[src/rtl/game_pkg.sv]
// Shared constants for the game-state controller front end.
//   - PS/2 scan code set 2 values used by the key decoder
//   - PS/2 frame length
//   - make/break decoder state encoding
package game_pkg;

    localparam logic [7:0] SC_ENTER = 8'h5A;
    localparam logic [7:0] SC_LEFT  = 8'h6B;
    localparam logic [7:0] SC_RIGHT = 8'h74;
    localparam logic [7:0] SC_EXT   = 8'hE0;
    localparam logic [7:0] SC_BRK   = 8'hF0;

    localparam int PS2_FRAME_BITS = 11;

    // IDLE: no prefix pending. PFX: an E0 and/or F0 prefix has been seen.
    typedef enum logic {
        IDLE = 1'b0,
        PFX  = 1'b1
    } dec_state_t;

endpackage

[src/rtl/ps2_rx.sv]
// PS/2 frame receiver.
//   clk, reset   : system clock, synchronous active-high reset
//   ps2_clk      : raw PS/2 clock (asynchronous)
//   ps2_data     : raw PS/2 data (asynchronous)
//   scan_code    : last good byte received
//   scan_valid   : one-cycle pulse, scan_code updated
//   frame_err    : one-cycle pulse, bad start/stop/parity or mid-frame timeout
// Build option: PS2_PARITY_CHECK_EN enables odd-parity checking; without it
// the parity bit is clocked past and ignored.
module ps2_rx
    import game_pkg::*;
#(
    parameter int FILTER_LEN     = 8,
    parameter int TIMEOUT_CYCLES = 200000
) (
    input  logic       clk,
    input  logic       reset,
    input  logic       ps2_clk,
    input  logic       ps2_data,
    output logic [7:0] scan_code,
    output logic       scan_valid,
    output logic       frame_err
);

    localparam int FCW = $clog2(FILTER_LEN + 1);
    localparam int TW  = $clog2(TIMEOUT_CYCLES + 1);
    localparam logic [3:0] LAST_BIT = 4'(PS2_FRAME_BITS - 1);
    localparam logic [3:0] PAR_BIT  = 4'(PS2_FRAME_BITS - 2);

    logic           clk_s1, clk_s2, dat_s1, dat_s2;
    logic           clk_f;
    logic [FCW-1:0] flt_cnt;
    logic           fall;
    logic [3:0]     bit_cnt;
    logic [7:0]     shreg;
    logic [TW-1:0]  tmo;
    logic           par_ok;

    // Two-flop synchronisers; idle-high so reset looks like a quiet bus.
    always_ff @(posedge clk) begin
        if (reset) begin
            clk_s1 <= 1'b1; clk_s2 <= 1'b1;
            dat_s1 <= 1'b1; dat_s2 <= 1'b1;
        end else begin
            clk_s1 <= ps2_clk;  clk_s2 <= clk_s1;
            dat_s1 <= ps2_data; dat_s2 <= dat_s1;
        end
    end

    // Glitch filter: the filtered clock follows only after FILTER_LEN
    // consecutive samples disagree with it.
    always_ff @(posedge clk) begin
        if (reset) begin
            clk_f   <= 1'b1;
            flt_cnt <= '0;
        end else if (clk_s2 == clk_f) begin
            flt_cnt <= '0;
        end else if (flt_cnt == FCW'(FILTER_LEN - 1)) begin
            clk_f   <= clk_s2;
            flt_cnt <= '0;
        end else begin
            flt_cnt <= flt_cnt + 1'b1;
        end
    end

    // Falling edge is the cycle the filter is about to switch high->low.
    assign fall = clk_f && !clk_s2 && (flt_cnt == FCW'(FILTER_LEN - 1));

`ifdef PS2_PARITY_CHECK_EN
    logic par_bit;
    assign par_ok = ^{shreg, par_bit};
`else
    assign par_ok = 1'b1;
`endif

    always_ff @(posedge clk) begin
        if (reset) begin
            bit_cnt    <= '0;
            shreg      <= '0;
            tmo        <= '0;
            scan_code  <= '0;
            scan_valid <= 1'b0;
            frame_err  <= 1'b0;
`ifdef PS2_PARITY_CHECK_EN
            par_bit    <= 1'b0;
`endif
        end else begin
            scan_valid <= 1'b0;
            frame_err  <= 1'b0;
            if (fall) begin
                tmo <= '0;
                if (bit_cnt == '0) begin
                    // A high start bit is noise: report it, stay at bit 0.
                    if (dat_s2) frame_err <= 1'b1;
                    else        bit_cnt   <= 4'd1;
                end else if (bit_cnt < PAR_BIT) begin
                    shreg   <= {dat_s2, shreg[7:1]};   // LSB first
                    bit_cnt <= bit_cnt + 1'b1;
                end else if (bit_cnt == PAR_BIT) begin
`ifdef PS2_PARITY_CHECK_EN
                    par_bit <= dat_s2;
`endif
                    bit_cnt <= bit_cnt + 1'b1;
                end else begin
                    bit_cnt <= '0;
                    if (bit_cnt == LAST_BIT && dat_s2 && par_ok) begin
                        scan_code  <= shreg;
                        scan_valid <= 1'b1;
                    end else begin
                        frame_err  <= 1'b1;
                    end
                end
            end else if (bit_cnt != '0) begin
                // Partial frame with a stalled clock: drop it.
                if (tmo == TW'(TIMEOUT_CYCLES - 1)) begin
                    frame_err <= 1'b1;
                    bit_cnt   <= '0;
                    tmo       <= '0;
                end else begin
                    tmo <= tmo + 1'b1;
                end
            end else begin
                tmo <= '0;
            end
        end
    end

endmodule

[src/rtl/ps2_key_decoder.sv]
// PS/2 keyboard decoder feeding the game-state controller.
//   clk, reset   : system clock, synchronous active-high reset
//   ps2_clk/data : raw PS/2 bus
//   enter_key    : Enter (5A) held
//   left_key     : Left arrow (E0 6B) held
//   right_key    : Right arrow (E0 74) held
//   key_release  : one-cycle pulse on Enter break while Enter was held
//   scan_code    : last good byte; scan_valid pulses when it updates
//   frame_err    : one-cycle pulse on a bad or timed-out frame
// Build option: PS2_PARITY_CHECK_EN (see ps2_rx).
module ps2_key_decoder
    import game_pkg::*;
#(
    parameter int FILTER_LEN     = 8,
    parameter int TIMEOUT_CYCLES = 200000
) (
    input  logic       clk,
    input  logic       reset,
    input  logic       ps2_clk,
    input  logic       ps2_data,
    output logic       enter_key,
    output logic       left_key,
    output logic       right_key,
    output logic       key_release,
    output logic [7:0] scan_code,
    output logic       scan_valid,
    output logic       frame_err
);

    dec_state_t state;
    logic       ext, brk;

    ps2_rx #(
        .FILTER_LEN    (FILTER_LEN),
        .TIMEOUT_CYCLES(TIMEOUT_CYCLES)
    ) u_rx (
        .clk       (clk),
        .reset     (reset),
        .ps2_clk   (ps2_clk),
        .ps2_data  (ps2_data),
        .scan_code (scan_code),
        .scan_valid(scan_valid),
        .frame_err (frame_err)
    );

    always_ff @(posedge clk) begin
        if (reset) begin
            state       <= IDLE;
            ext         <= 1'b0;
            brk         <= 1'b0;
            enter_key   <= 1'b0;
            left_key    <= 1'b0;
            right_key   <= 1'b0;
            key_release <= 1'b0;
        end else begin
            key_release <= 1'b0;
            if (frame_err) begin
                // A lost byte may have been a prefix; forget pending ones.
                state <= IDLE;
                ext   <= 1'b0;
                brk   <= 1'b0;
            end else if (scan_valid) begin
                case (scan_code)
                    SC_EXT: begin ext <= 1'b1; state <= PFX; end
                    SC_BRK: begin brk <= 1'b1; state <= PFX; end
                    default: begin
                        if (!ext && scan_code == SC_ENTER) begin
                            enter_key   <= !brk;
                            key_release <= brk && enter_key;
                        end
                        if (ext && scan_code == SC_LEFT)  left_key  <= !brk;
                        if (ext && scan_code == SC_RIGHT) right_key <= !brk;
                        // Flags are only ever set while in PFX.
                        if (state == PFX) begin
                            ext <= 1'b0;
                            brk <= 1'b0;
                        end
                        state <= IDLE;
                    end
                endcase
            end
        end
    end

endmodule
[config.mk]
export PLATFORM = sky130hd
export DESIGN_NAME = ps2_key_decoder
export DESIGN_NICKNAME = d
export VERILOG_FILES = /design/src/rtl/game_pkg.sv /design/src/rtl/ps2_rx.sv /design/src/rtl/ps2_key_decoder.sv
export SDC_FILE = /design/constraint.sdc
export NUM_CORES = 1
export LEC_CHECK = 0
export ABC_AREA = 1
export BUFFER_PORTS_ARGS = -buffer_cell sky130_fd_sc_hd__buf_2
export CORE_MARGIN = 10
export CORE_UTILIZATION = 60
export DETAILED_ROUTE_END_ITERATION = 10
export GPL_TIMING_DRIVEN = 0
export PLACE_DENSITY = 0.87
export SETUP_SLACK_MARGIN = 0.4
export SYNTH_ARGS = -nofsm -noshare
export SYNTH_HDL_FRONTEND = slang
export SYNTH_HIERARCHICAL = 1
export SYNTH_SLANG_ARGS = --single-unit
[constraint.sdc]
create_clock -name clk -period 1.9 [get_ports clk]
set_clock_uncertainty 0.05 [all_clocks]
set_input_delay 0.095 -clock clk [delete_from_list [all_inputs] [get_ports clk]]
set_output_delay 0.095 -clock clk [all_outputs]
set_load 0.1 [all_outputs]
# ---- Word level (Yosys, flattened, before mapping)
# Cells that the tools add are included.
dict set report word_totals {
  reg_bits 56
  elab_cells 97
  output_inout_bits 14
  inputBits 4
}
dict set report op_classes {
  reduce_logical 31
  mux 20
  n_addsub 3
  n_eq_ne 11
  order_cmp 1
  n_bitwise 12
}
# operator count
set op_table {}
lappend op_table {{$mux 4} 7}
lappend op_table {{$eq 8x7->1 const B} 3}
lappend op_table {{$add 18x1->18 const B} 1}
lappend op_table {{$eq 18x18->1 const B} 1}
lappend op_table {{$eq 8x8->1 const B} 2}
lappend op_table {{$not 1->1} 12}
lappend op_table {{$reduce_and 3->1} 4}
lappend op_table {{$reduce_and 4->1} 3}
lappend op_table {{$mux 1} 11}
lappend op_table {{$add 4x1->4 const B} 2}
lappend op_table {{$eq 4x4->1 const B} 2}
lappend op_table {{$reduce_bool 2->1} 4}
lappend op_table {{$logic_and 1x1->1} 7}
lappend op_table {{$reduce_or 6->1} 1}
lappend op_table {{$reduce_and 5->1} 1}
lappend op_table {{$reduce_or 5->1} 1}
lappend op_table {{$eq 4x3->1 const B} 1}
lappend op_table {{$logic_not 4->1} 1}
lappend op_table {{$lt 4x4->1 const B} 1}
lappend op_table {{$pmux 1 s2} 2}
lappend op_table {{$reduce_bool 4->1} 1}
lappend op_table {{$reduce_or 2->1} 2}
lappend op_table {{$reduce_or 4->1} 1}
lappend op_table {{$logic_not 1->1} 3}
lappend op_table {{4 further kinds} 4}

# ---- Longest topological paths before layout
dict set report depth {
  ltp_word 7
  mapped_depth 9
  ltp_nobuf 9
}

# ---- Modules after synthesis
# The synthesis kept the hierarchy.
# mod n_inst cells_each area_per_inst_um2 seq_area_each_um2
set modules_own_cells {}
lappend modules_own_cells {ps2_rx 1 279 2259.7 980.9}
lappend modules_own_cells {ps2_key_decoder 1 94 529.3 140.1}

# ---- Worst setup path after synthesis
# OpenSTA, ideal clock, no wires.
dict set report synth_path {
  kind {register to register}
  from {reg u_rx.scan_code[2]}
  to {reg brk}
  path_buffers 0
  arrival_ns 1.767
  t_required_ns 1.736
  setup_ns 0.114
  synth_period_minus_slack_ns 1.931
  stages_incl_launch_ff 10
  setup_slack_ns -0.031
  cell_sequence {dfxtp_1 > clkinv_2 > nand2_1 > nor2_4 > nand2_4 > nand2_2 > nor2_1 > nand2_1 > nand2_1 > nor2_1}
}
dict set report synth_between {
  elab_chain_cells 3
  word_cells_on_any_way 6
  cone_classes {eq/ne: 2; mux: 1; bitwise: 1; reduce/logical: 2}
}
# element line
set synth_rtl {}
lappend synth_rtl {{from (decl)} ps2_rx.sv:20} ;# output logic [7:0] scan_code,
lappend synth_rtl {{from (signal assigned)} ps2_rx.sv:107} ;# scan_code <= shreg;
lappend synth_rtl {{$eq 8x8->1} ps2_key_decoder.sv:63} ;# case (scan_code)
lappend synth_rtl {{$reduce_bool 2->1 (no source line) / $not 1->1 (equally long branches)} -}
lappend synth_rtl {{$reduce_and 3->1 (no source line)} -}
lappend synth_rtl {{to (signal assigned)} ps2_key_decoder.sv:61} ;# brk <= 1'b0;
lappend synth_rtl {{to (signal assigned)} ps2_key_decoder.sv:65} ;# SC_BRK: begin brk <= 1'b1; state <= PFX; end
lappend synth_rtl {{to (signal assigned)} ps2_key_decoder.sv:76} ;# brk <= 1'b0;
lappend synth_rtl {{to (decl)} ps2_key_decoder.sv:31} ;# logic ext, brk;
# Parallel ways exist; a longest one is shown, timed or not.
# A chain may end at the register's enable or synchronous reset.

# ---- Worst setup path in the final report
dict set report layout_path {
  from {reg u_rx.tmo[8]}
  to {reg u_rx.tmo[4]}
}
dict set report layout_between {
  elab_chain_cells 2
}
# element line
set layout_rtl {}
lappend layout_rtl {{from (decl)} ps2_rx.sv:36} ;# logic [TW-1:0] tmo;
lappend layout_rtl {{from (signal assigned)} ps2_rx.sv:120} ;# tmo <= tmo + 1'b1;
lappend layout_rtl {{$eq 18x18->1} ps2_rx.sv:115} ;# if (tmo == TW'(TIMEOUT_CYCLES - 1)) begin
lappend layout_rtl {{$reduce_or 4->1 (no source line)} -}
# Every way passes these cells.

==> impl_metrics.yaml <==
clock_network:
  clock_latency_ns: 0.32
  cts_buffers: 5
  clock-sinks: 56
  cts_root_buffer: "clkbuf_8"
  h-tree-depth: 2
  cts.clk_slew.worst_paths_ns: 0.11
  cts_max_path_buffers: 2
  cts_tree: "yes"
drt:
  via_per_inst: 6.16
  wl_um: 8960
  drtIter0Drc: 403
  drt_pre_antenna_iters: 8
  drc: 0
  post_drt_wl_per_cell_um: 18.7
  final_antenna_net_count: 0
  vias: 2956
place:
  placed_cells: 442
  portBuffers: 17
  place_congestion: 0.875
  placed_area_um2: 2960
  hpwlAfterDp_um: 4180
power:
  p_clk_share_pct: 40.2
  seqPwrFrac_pct: 57.5
  swShare_pct: 22.1
  p_switching_mw: 0.447
  internal-power_mw: 1.58
  p_leak_nw: 1.46
  power_mw: 2.03
  peakVddDrop_uv: 900
  combinationalPowerShare_pct: 2.3
  cellPowerDensity_nw_per_um2: 552
worst_setup_path:
  slowest_stage: "dfxtp_4"
  critical-path-max-stage-delay_ns: 0.38
  path_common_cell: "nor2_2"
  crit_type: "flip-flop to flip-flop"
  cp_data_required_time_ns: 2.06
  crit_arrival_ns: 1.80
  end_kind: "flip-flop"
  crit_chain: "inv_2 -> nor2_2 -> nand2_1 -> nor2_2 -> nand2_2 -> o21ai_4 -> buf_6 -> buf_8 -> nor2_2"
  startpoint_type: "flip-flop"
  crit_fanout: 5
timing:
  setup_viol: 0
  period_needed_ns: 1.65
  fin_setup_tns_ns: 0
  fin_hold_ws_ns: 0.0829
  relSlewSlack_pct: 66.4
  worst_pin_slew_ns: 0.508
  post-route-period-util_pct: 86.8
  fmax_mhz: 607
  grt_setup_unrepaired: "true"
  finalMaxSlewViolations: 0
  hold_viol_final: 0
global_route:
  antenna_found_initial: 0
  first_global_vias: 2405
  grt-ovfl-total: 0
  grt_pass1_wl_um: 10400
  grt_usage_pct: 16.3
  grt_max_degree: 19
cells_and_area:
  num_antenna_cells: 0
  layout_commonest_cell: "nor2_1"
  fin_cells: 480
  drive_gt1_share_pct: 42.3
  area_growth_pct: 31.8
  regArea_um2: 1180
  fillers: 211
  fin_area_um2: 3670
  layout_common_cells: "nor2_1 (45), nand2_1 (41), inv_1 (40)"
  multi_input_area_um2: 1700
  nNetsFinal: 439
yosys:
  syn-cell-area_um2: 2790
  yosys_warnings: 6
  syn_area_per_cell_um2: 7.48
  synth_fp_nets: 385
  netlist_instances: 373
  synth-seq-cells: 56
  ys_seq_area_share_pct: 40.2
  synth_cell_types: 39
run:
  cap_violations: 0
floorplan:
  io-pin-count: 18
  core_area_um2: 4410
  rows: 24
  die_h_um: 88.2
  die-area_um2: 7770
  start_util_pct: 63.2
  die_width_um: 88.2
outcome:
  outcome: "finished clean"
worst_hold_path:
  hold_path_class: "input port to flip-flop"
==> critical path, delay by kind of cell, from the launching register on <==
family / cells / cell delay [ns]
AND/OR/NAND/NOR: 5 / 0.52
flip-flops: 1 / 0.38
buffers and inverters: 3 / 0.34
AO/OA/AOI/OAI: 1 / 0.24
==> final cells by class <==
type,instances,area share (%)
multi-input cells,258,46.3
flip-flops and latches,56,32.1
repair buffers,47,9.77
inverters,56,6.23
clock buffers,5,1.87
well taps,52,1.77
clock inverters,3,1.26
plain buffers,3,0.715
==> registers in the layout (all words and copies together), names as in the netlist <==
signal,flops
u_rx/clk_s1,1
u_rx/flt_cnt,4
u_rx/clk_s2,1
brk,1
u_rx/tmo,18
u_rx/dat_s2,1
u_rx/dat_s1,1
u_rx/scan_code,8
u_rx/shreg,8
state,1
key_release,1
u_rx/bit_cnt,4
ext,1
u_rx/scan_valid,1
enter_key,1
u_rx/clk_f,1
left_key,1
right_key,1
u_rx/frame_err,1
==> synthesized netlist by cell type, drive strengths merged <==
| cell | n | area [um^2] |
|---|---|---|
| nand4 | 10 | 77.6 |
| a21oi | 25 | 148 |
| xor2 | 3 | 26.3 |
| o311ai | 1 | 8.76 |
| nor3 | 10 | 71.3 |
| or2 | 6 | 37.5 |
| nand3b | 2 | 15.0 |
| dfxtp | 56 | 1120 |
| nand2 | 58 | 240 |
| o31ai | 1 | 7.51 |
| a31oi | 1 | 6.26 |
| clkbuf | 1 | 3.75 |
| xnor2 | 5 | 43.8 |
| nor2 | 74 | 333 |
| o21a | 1 | 7.51 |
| o211ai | 2 | 15.0 |
| ha | 8 | 100 |
| nand3 | 26 | 153 |
| nor3b | 3 | 22.5 |
| clkinv | 1 | 5.00 |
| inv | 55 | 206 |
| o21ai | 22 | 121 |
| buf | 2 | 18.8 |
==> power by group through the flow <==
stage                     combinational (mW)  sequential [mW]  clock (mW)
after floorplan                       0.0230             1.20           0
after global placement                0.0310             1.20           0
after detailed placement              0.0324             1.20           0
after CTS                             0.0378             1.17       0.822
after global routing                  0.0506             1.17       0.848
final                                 0.0469             1.17       0.814
==> metal layers <==
layer	track usage, %	wire (um)	share of wire, %
met3	3.53	804	9.0
met2	29.0	4370	49
met1	18.4	3240	36
met4	5.99	545	6.1
met5	0	0	0
==> path summary, 6_finish.rpt <==
path	end	slack [ns]	from	cells past startpoint
setup / recovery	u_rx/tmo[4]	0.25	u_rx/tmo[8]	9
hold / removal	left_key	0.08	reset	4
setup reg to reg	u_rx/tmo[4]	0.25	u_rx/tmo[8]	9
hold reg to reg	u_rx/dat_s2	0.40	u_rx/dat_s1	1
==> logic make-up after synthesis <==
family	Yosys count	synth area share [%]
flip-flops	56	40.2
XOR/XNOR	8	2.51
AO/OA/AOI/OAI	53	11.3
buffers and inverters	59	8.39
AND/OR/NAND/NOR	189	34.1
adder cells (fa/ha/maj)	8	3.59
==> per-stage QoR <==
stage	setup WS (ns)	util, %
finish	0.252	83.2
global route	0.216	83.2
CTS	0.374	75.0
detailed placement	0.192	67.1
global placement	0.279	67.1
floorplan	0.404	-
==> repair_timing <==
action,4_1_cts,5_1_grt
hold buffers,2,0
buffers inserted,9,17
resized for setup,32,71
endpoints found under the hold margin,2,0
pin swaps,9,25
gates cloned,1,1
endpoints found under the setup margin,38,38
(Power assumes the default switching activity.)
